### config.mk
export PLATFORM = sky130hd
export DESIGN_NAME = image_buffer_flat
export DESIGN_NICKNAME = d
export VERILOG_FILES = /design/src/rtl/image_buffer_pkg.sv /design/src/rtl/image_buffer_if.sv /design/src/rtl/image_buffer_ram.sv /design/src/rtl/image_buffer.sv /design/src/flat_wrapper.sv
export SDC_FILE = /design/constraint.sdc
export NUM_CORES = 1
export LEC_CHECK = 0
export ABC_AREA = 1
export CORE_MARGIN = 10
export CORE_UTILIZATION = 31
export CTS_CLUSTER_SIZE = 28
export DETAILED_ROUTE_END_ITERATION = 7
export PLACE_DENSITY_LB_ADDON = 0.25
export SYNTH_ARGS = -nofsm -noshare
export SYNTH_HDL_FRONTEND = slang
export SYNTH_SLANG_ARGS = --single-unit
### constraint.sdc
create_clock -name clk -period 6.11 [get_ports clk]
set_clock_uncertainty 0.05 [all_clocks]
set_input_delay 1.222 -clock clk [delete_from_list [all_inputs] [get_ports clk]]
set_output_delay 1.222 -clock clk [all_outputs]
set_load 0.01 [all_outputs]
### src/rtl/image_buffer_pkg.sv
// ----------------------------------------------------------------------------
// img_buf_pkg
// Shared types and constants for the image_buffer block.
//   img_buf_state_t : buffer lifecycle (clearing sweep, filling, full)
//   IMG_BYTES       : bytes in one 28x28 binary image
//   IMG_ADDR_W      : default address width of the write and read ports
//   addr_in_range() : true when an address falls inside the image
// ----------------------------------------------------------------------------
package img_buf_pkg;

    typedef enum logic [1:0] {
        S_CLEARING = 2'd0,
        S_FILL     = 2'd1,
        S_FULL     = 2'd2
    } img_buf_state_t;

    localparam int IMG_BYTES  = 98;
    localparam int IMG_ADDR_W = 7;

    // Both operands widened to 32 bits so any ADDR_W/NUM_BYTES pair compares cleanly.
    function automatic logic addr_in_range(input logic [31:0] addr, input logic [31:0] num);
        return (addr < num);
    endfunction

endpackage

### src/rtl/image_buffer_if.sv
// ----------------------------------------------------------------------------
// image_buffer_if
// Bundles the controller write port, BNN read port and status flags.
//   master : controller/BNN side (drives clear, writes and reads)
//   slave  : image_buffer side (drives ready/full/empty, rd_data, addr_error)
// ----------------------------------------------------------------------------
interface image_buffer_if
    import img_buf_pkg::*;
#(
    parameter int ADDR_W = IMG_ADDR_W
);
    logic              clear;
    logic              buffer_write_request;
    logic [7:0]        buffer_write_data;
    logic [ADDR_W-1:0] buffer_write_addr;
    logic              buffer_write_ready;
    logic              buffer_full;
    logic              buffer_empty;
    logic              rd_en;
    logic [ADDR_W-1:0] rd_addr;
    logic [7:0]        rd_data;
    logic              addr_error;

    modport master (
        output clear, buffer_write_request, buffer_write_data, buffer_write_addr,
        output rd_en, rd_addr,
        input  buffer_write_ready, buffer_full, buffer_empty, rd_data, addr_error
    );

    modport slave (
        input  clear, buffer_write_request, buffer_write_data, buffer_write_addr,
        input  rd_en, rd_addr,
        output buffer_write_ready, buffer_full, buffer_empty, rd_data, addr_error
    );
endinterface

### src/rtl/image_buffer_ram.sv
// ----------------------------------------------------------------------------
// img_buf_ram
// NUM_BYTES x 8 storage, one write port, one registered read port.
//   clk, rst_n      : clock, synchronous active-low reset (read register only)
//   we/waddr/wdata  : write port (sweep and fill writes are muxed by the parent)
//   re/raddr/rdata  : read port, one-cycle latency, holds when re is low,
//                     out-of-range addresses return 0x00
// A same-cycle write and read to one address returns the old byte.
// ----------------------------------------------------------------------------
module img_buf_ram
    import img_buf_pkg::*;
#(
    parameter int NUM_BYTES = IMG_BYTES,
    parameter int ADDR_W    = IMG_ADDR_W
) (
    input  logic              clk,
    input  logic              rst_n,
    input  logic              we,
    input  logic [ADDR_W-1:0] waddr,
    input  logic [7:0]        wdata,
    input  logic              re,
    input  logic [ADDR_W-1:0] raddr,
    output logic [7:0]        rdata
);
    logic [7:0] mem_q [NUM_BYTES];
    logic [7:0] rdata_d;
    logic [7:0] rdata_q;

    // Next read value: sample on re, hold otherwise.
    always_comb begin
        rdata_d = rdata_q;
        if (re) begin
            if (addr_in_range(32'(raddr), 32'(NUM_BYTES))) begin
                rdata_d = mem_q[raddr];
            end else begin
                rdata_d = 8'h00;
            end
        end else begin
            rdata_d = rdata_q;
        end
    end

    // Storage array; contents are not reset, the parent's sweep zeroes them.
    always_ff @(posedge clk) begin
        if (we) begin
            mem_q[waddr] <= wdata;
        end
    end

    // Read data register.
    always_ff @(posedge clk) begin
        if (!rst_n) begin
            rdata_q <= 8'h00;
        end else begin
            rdata_q <= rdata_d;
        end
    end

    assign rdata = rdata_q;

endmodule

### src/rtl/image_buffer.sv
// ----------------------------------------------------------------------------
// image_buffer
// Byte-wide image store between the SPI controller and the BNN core.
// After reset or clear it sweeps zeros through memory, then accepts one byte
// per cycle until NUM_BYTES have arrived and reports full.
//   clk   : clock, rising edge
//   rst_n : synchronous active-low reset
//   bus   : image_buffer_if.slave (clear, write port, read port, status)
// Optional feature: define IMG_BUF_ADDR_CHECK_EN to make addr_error a sticky
// flag for out-of-range write requests; otherwise addr_error is tied to 0.
// Out-of-range writes are dropped in both builds.
// ----------------------------------------------------------------------------
module image_buffer
    import img_buf_pkg::*;
#(
    parameter int NUM_BYTES = IMG_BYTES,
    parameter int ADDR_W    = IMG_ADDR_W
) (
    input  logic          clk,
    input  logic          rst_n,
    image_buffer_if.slave bus
);
    localparam int                CNT_W    = $clog2(NUM_BYTES + 1);
    localparam logic [CNT_W-1:0]  FULL_CNT = CNT_W'(NUM_BYTES);
    localparam logic [CNT_W-1:0]  LAST_CNT = CNT_W'(NUM_BYTES - 1);
    localparam logic [ADDR_W-1:0] LAST_IDX = ADDR_W'(NUM_BYTES - 1);

    img_buf_state_t    state_q, state_d;
    logic [ADDR_W-1:0] idx_q, idx_d;
    logic [CNT_W-1:0]  count_q, count_d;
    logic              ready_q, ready_d;
    logic              full_q, full_d;
    logic              empty_q, empty_d;
    logic              err_q, err_d;

    logic              wr_in_range_s;
    logic              accept_s;
    logic              ram_we_s;
    logic [ADDR_W-1:0] ram_waddr_s;
    logic [7:0]        ram_wdata_s;

    assign wr_in_range_s = addr_in_range(32'(bus.buffer_write_addr), 32'(NUM_BYTES));
    // clear wins over a same-cycle write.
    assign accept_s = (state_q == S_FILL) && bus.buffer_write_request &&
                      wr_in_range_s && !bus.clear;

    // RAM write port mux: sweep zeros while clearing, controller data while filling.
    always_comb begin
        ram_we_s    = 1'b0;
        ram_waddr_s = '0;
        ram_wdata_s = 8'h00;
        if ((state_q == S_CLEARING) && !bus.clear) begin
            ram_we_s    = 1'b1;
            ram_waddr_s = idx_q;
            ram_wdata_s = 8'h00;
        end else if (accept_s) begin
            ram_we_s    = 1'b1;
            ram_waddr_s = bus.buffer_write_addr;
            ram_wdata_s = bus.buffer_write_data;
        end else begin
            ram_we_s    = 1'b0;
        end
    end

    // Next state, sweep index, byte count and registered status flags.
    always_comb begin
        state_d = state_q;
        idx_d   = idx_q;
        count_d = count_q;
        if (bus.clear) begin
            state_d = S_CLEARING;
            idx_d   = '0;
            count_d = '0;
        end else begin
            case (state_q)
                S_CLEARING: begin
                    if (idx_q == LAST_IDX) begin
                        state_d = S_FILL;
                        idx_d   = '0;
                    end else begin
                        idx_d   = idx_q + ADDR_W'(1);
                    end
                end
                S_FILL: begin
                    if (accept_s && (count_q != FULL_CNT)) begin
                        count_d = count_q + CNT_W'(1);
                        if (count_q == LAST_CNT) begin
                            state_d = S_FULL;
                        end else begin
                            state_d = S_FILL;
                        end
                    end else begin
                        count_d = count_q;
                    end
                end
                S_FULL: begin
                    state_d = S_FULL;
                end
                default: begin
                    state_d = S_CLEARING;
                    idx_d   = '0;
                    count_d = '0;
                end
            endcase
        end

        // Flags are computed from the next state so they line up with state_q.
        ready_d = (state_d == S_FILL);
        full_d  = (state_d == S_FULL);
        empty_d = (state_d == S_FILL) && (count_d == '0);

`ifdef IMG_BUF_ADDR_CHECK_EN
        if (bus.clear) begin
            err_d = 1'b0;
        end else if ((state_q == S_FILL) && bus.buffer_write_request && !wr_in_range_s) begin
            err_d = 1'b1;
        end else begin
            err_d = err_q;
        end
`else
        err_d = 1'b0;
`endif
    end

    // State and output registers.
    always_ff @(posedge clk) begin
        if (!rst_n) begin
            state_q <= S_CLEARING;
            idx_q   <= '0;
            count_q <= '0;
            ready_q <= 1'b0;
            full_q  <= 1'b0;
            empty_q <= 1'b0;
            err_q   <= 1'b0;
        end else begin
            state_q <= state_d;
            idx_q   <= idx_d;
            count_q <= count_d;
            ready_q <= ready_d;
            full_q  <= full_d;
            empty_q <= empty_d;
            err_q   <= err_d;
        end
    end

    img_buf_ram #(
        .NUM_BYTES (NUM_BYTES),
        .ADDR_W    (ADDR_W)
    ) u_ram (
        .clk   (clk),
        .rst_n (rst_n),
        .we    (ram_we_s),
        .waddr (ram_waddr_s),
        .wdata (ram_wdata_s),
        .re    (bus.rd_en),
        .raddr (bus.rd_addr),
        .rdata (bus.rd_data)
    );

    assign bus.buffer_write_ready = ready_q;
    assign bus.buffer_full        = full_q;
    assign bus.buffer_empty       = empty_q;
    assign bus.addr_error         = err_q;

endmodule

### src/flat_wrapper.sv
// flat-port wrapper written by rule: the top's interface ports become plain ports
module image_buffer_flat import img_buf_pkg::*;
#(
    parameter int NUM_BYTES = IMG_BYTES,
    parameter int ADDR_W    = IMG_ADDR_W
)
  (clk, rst_n, bus_clear, bus_buffer_write_request, bus_buffer_write_data, bus_buffer_write_addr, bus_rd_en, bus_rd_addr, bus_buffer_write_ready, bus_buffer_full, bus_buffer_empty, bus_rd_data, bus_addr_error);
  image_buffer_if #(.ADDR_W(ADDR_W)) bus_i ();
  input  logic clk;
  input  logic rst_n;
  input wire logic [$bits(bus_i.clear)-1:0] bus_clear;
  input wire logic [$bits(bus_i.buffer_write_request)-1:0] bus_buffer_write_request;
  input wire logic [$bits(bus_i.buffer_write_data)-1:0] bus_buffer_write_data;
  input wire logic [$bits(bus_i.buffer_write_addr)-1:0] bus_buffer_write_addr;
  input wire logic [$bits(bus_i.rd_en)-1:0] bus_rd_en;
  input wire logic [$bits(bus_i.rd_addr)-1:0] bus_rd_addr;
  output wire logic [$bits(bus_i.buffer_write_ready)-1:0] bus_buffer_write_ready;
  output wire logic [$bits(bus_i.buffer_full)-1:0] bus_buffer_full;
  output wire logic [$bits(bus_i.buffer_empty)-1:0] bus_buffer_empty;
  output wire logic [$bits(bus_i.rd_data)-1:0] bus_rd_data;
  output wire logic [$bits(bus_i.addr_error)-1:0] bus_addr_error;
  assign bus_i.clear = bus_clear;
  assign bus_i.buffer_write_request = bus_buffer_write_request;
  assign bus_i.buffer_write_data = bus_buffer_write_data;
  assign bus_i.buffer_write_addr = bus_buffer_write_addr;
  assign bus_i.rd_en = bus_rd_en;
  assign bus_i.rd_addr = bus_rd_addr;
  assign bus_buffer_write_ready = bus_i.buffer_write_ready;
  assign bus_buffer_full = bus_i.buffer_full;
  assign bus_buffer_empty = bus_i.buffer_empty;
  assign bus_rd_data = bus_i.rd_data;
  assign bus_addr_error = bus_i.addr_error;
  image_buffer #(.NUM_BYTES(NUM_BYTES), .ADDR_W(ADDR_W)) u_core (.clk(clk), .rst_n(rst_n), .bus(bus_i));
endmodule
==> results.toml <==
[outcome]
outcome = "completed"

[layout]
drive_gt1_share_pct = 5.988
final.fill_count = 10800
syn_to_final_growth_pct = 13.48
design_area_um2 = 38630
nNetsFinal = 3195
final_cell_mix = "nand2_1 (792), edfxtp_1 (784), nor2_1 (506)"
seqCellArea_um2 = 24080
final_common_cell = "nand2_1"
multiInputGateArea_um2 = 8578
utilization_pct = 35.44
diodes = 0

[global_route]
grt_max_degree = 177
antenna_found_initial = 5
grt_overflow_total = 0
grt_pass1_wl_mm = 144.2
grt_util_all_layers_pct = 15.68
grt_pass1_vias = 22240

[clock_network]
clkTransAtPathRegs_ns = 0.06
htree_levels = 3
clockBufferDepth = 3
cts_setup_buffers = 0
cts_tree = "done"
cts_buffers = 88
cts.repair.resized = 0
cts_sinks = 811
clockRootBuffer = "clkbuf_16"
clkLatencyLatePin_ns = 0.65
hold_buffers = 0

[timing]
hold_viol_final = 0
fin_crit_sh_pct = 72.04
max_freq_mhz = 227.2
maxSlewViolCount = 0
tightestPinTransition_ns = 1.221
finalSetupViolations = 0
max_slew_margin_pct = 18.42
rsz0062_at_grt = "no"
fin_setup_tns_ns = 0
fin_crit_ns = 4.402

[route]
final_antenna_net_count = 0
drtPass1Iterations = 6
drt_iter0_markers = 2061
via_per_inst = 4.876
via_count = 22610
wirelength_mm = 98.86
drc_errors = 0
wire_per_inst_um = 21.32

[synth]
synth.avg_cell_area_um2 = 10.80
ys_ff_latch = 811
synth_cell_types = 34
ys_seq_area_share_pct = 70.75
syn_inst = 3152
yosys_warnings = 0
synth_nets = 3188
synth_area_um2 = 34040

[setup_path]
start_kind = "input pin"
cp.arrival_ns = 4.60
crit_path_end_kind = "register"
critPathKind = "input pin to register"
cp.required_ns = 6.31
path_max_fanout = 16

[power]
p_leak_nw = 14.95
power_density_nw_per_um2 = 299.1
ir_drop_uv = 206.2

[floorplanning]
rows = 121
die_area_um2 = 123500
die_h_um = 351.4
initial_utilization_pct = 31.23
die_w_um = 351.4
fp.coreArea_um2 = 109000
ioPinCount = 39

[worst_hold_path]
min_path_type = "register to register"

[placement]
place_area_um2 = 36010
dp_hpwl_mm = 58.68
globalplace.congestion = 0.8475
port_buffers = 37

[run]
cap_violations = 0
==> where the power goes <==
part | total [mW] | internal, mW | switching (mW)
registers | 6.03 | 6.02 | 0.0102
logic | 0.590 | 0.159 | 0.431
clock network | 4.93 | 2.81 | 2.12
total | 11.6 | 8.99 | 2.56
==> cells by family (layout without fill, tap and decap cells) <==
family          Yosys count  in the layout  share of synthesized area, %
buf+inv                 340            411                         4.253
other cells               1              1                       0.01102
flops                   811            811                         70.75
compound gates          275            275                         4.106
fa+ha+maj                 9              9                        0.3308
simple gates           1710           1710                         20.39
xor+xnor                  6              6                        0.1544
==> final timing paths <==
| check | from | endpoint | slack [ns] | depth (start not counted) |
|---|---|---|---|---|
| setup / recovery | bus_clear | u_core.u_ram.mem_q[94][4] | 1.71 | 8 |
| hold / removal | u_core.idx_q[3] | u_core.idx_q[3] | 0.48 | 2 |
| setup reg to reg | u_core.state_q[1] | u_core.u_ram.mem_q[75][7] | 2.11 | 12 |
| hold reg to reg | u_core.idx_q[3] | u_core.idx_q[3] | 0.48 | 2 |
==> Yosys cell counts, drive strengths merged <==
cell,number,area (um^2)
ha,9,112.6
o31ai,1,7.510
edfxtp,784,23540
clkbuf,70,262.8
nor2,517,1943
a21boi,1,11.26
nand3b,1,7.510
nor3,8,40.04
xor2,5,43.79
nand4,3,18.77
o21ai,190,950.9
nor3b,1,7.510
xnor2,1,8.760
nor4,1,6.260
clkinv,3,11.26
inv,164,615.6
a2111oi,1,8.760
or2,5,31.28
conb,1,3.750
o211ai,2,15.01
a21oi,78,390.4
o22ai,1,6.260
buf,103,558.0
and2,2,12.51
dfxtp,27,540.5
nand2,792,2973
nand3,380,1902
a211oi,1,7.510
==> routing by layer <==
metal  global-route usage [%]  routed length [um]  up-vias  share of wire (%)
li1                         -                   -    10720                  -
met1                    20.91               43420    11110                 44
met2                    25.86               46710      651                 47
met3                    3.030                6592      128                6.7
met4                    4.375                2112        4                2.1
met5                        0                  27        -              0.027
==> flip-flops by register name, summed over array words and instances, names as in the netlist <==
register,flops
u_core.bus.buffer_write_ready,1
u_core.idx_q,7
u_core.bus.buffer_full,1
u_core.bus.buffer_empty,1
u_core.u_ram.mem_q,784
u_core.u_ram.rdata,8
u_core.count_q,7
u_core.state_q,2
==> critical path: stages <==
cell and delay [ns]:
clkdlybuf4s50_1 0.53, nor2_2 0.33, inv_1 0.30, o21ai_0 0.45
nand2_1 0.13, nor2_1 0.42, nand2_1 0.52, nor2_1 0.68
==> layout make-up <==
class,instances,area share (%)
clock buffer,114,6.064
multi-input combinational,2001,22.21
clock inverter,40,0.7094
tap,1414,4.580
timing repair buffer,90,2.433
sequential,811,62.35
inverter,167,1.655
==> stage by stage <==
step,hold WS [ns],setup slack [ns],power [mW],cells
6_report,0.4779,1.708,11.55,4637
3_3_place_gp,0.4523,1.153,6.734,4483
2_1_floorplan,0.4396,1.388,6.509,3152
4_1_cts,0.4833,1.787,11.64,4637
5_1_grt,0.5183,1.567,11.93,4637
3_5_place_dp,0.4766,1.086,6.733,4483
No activity file was read; power rests on OpenSTA's default activity.
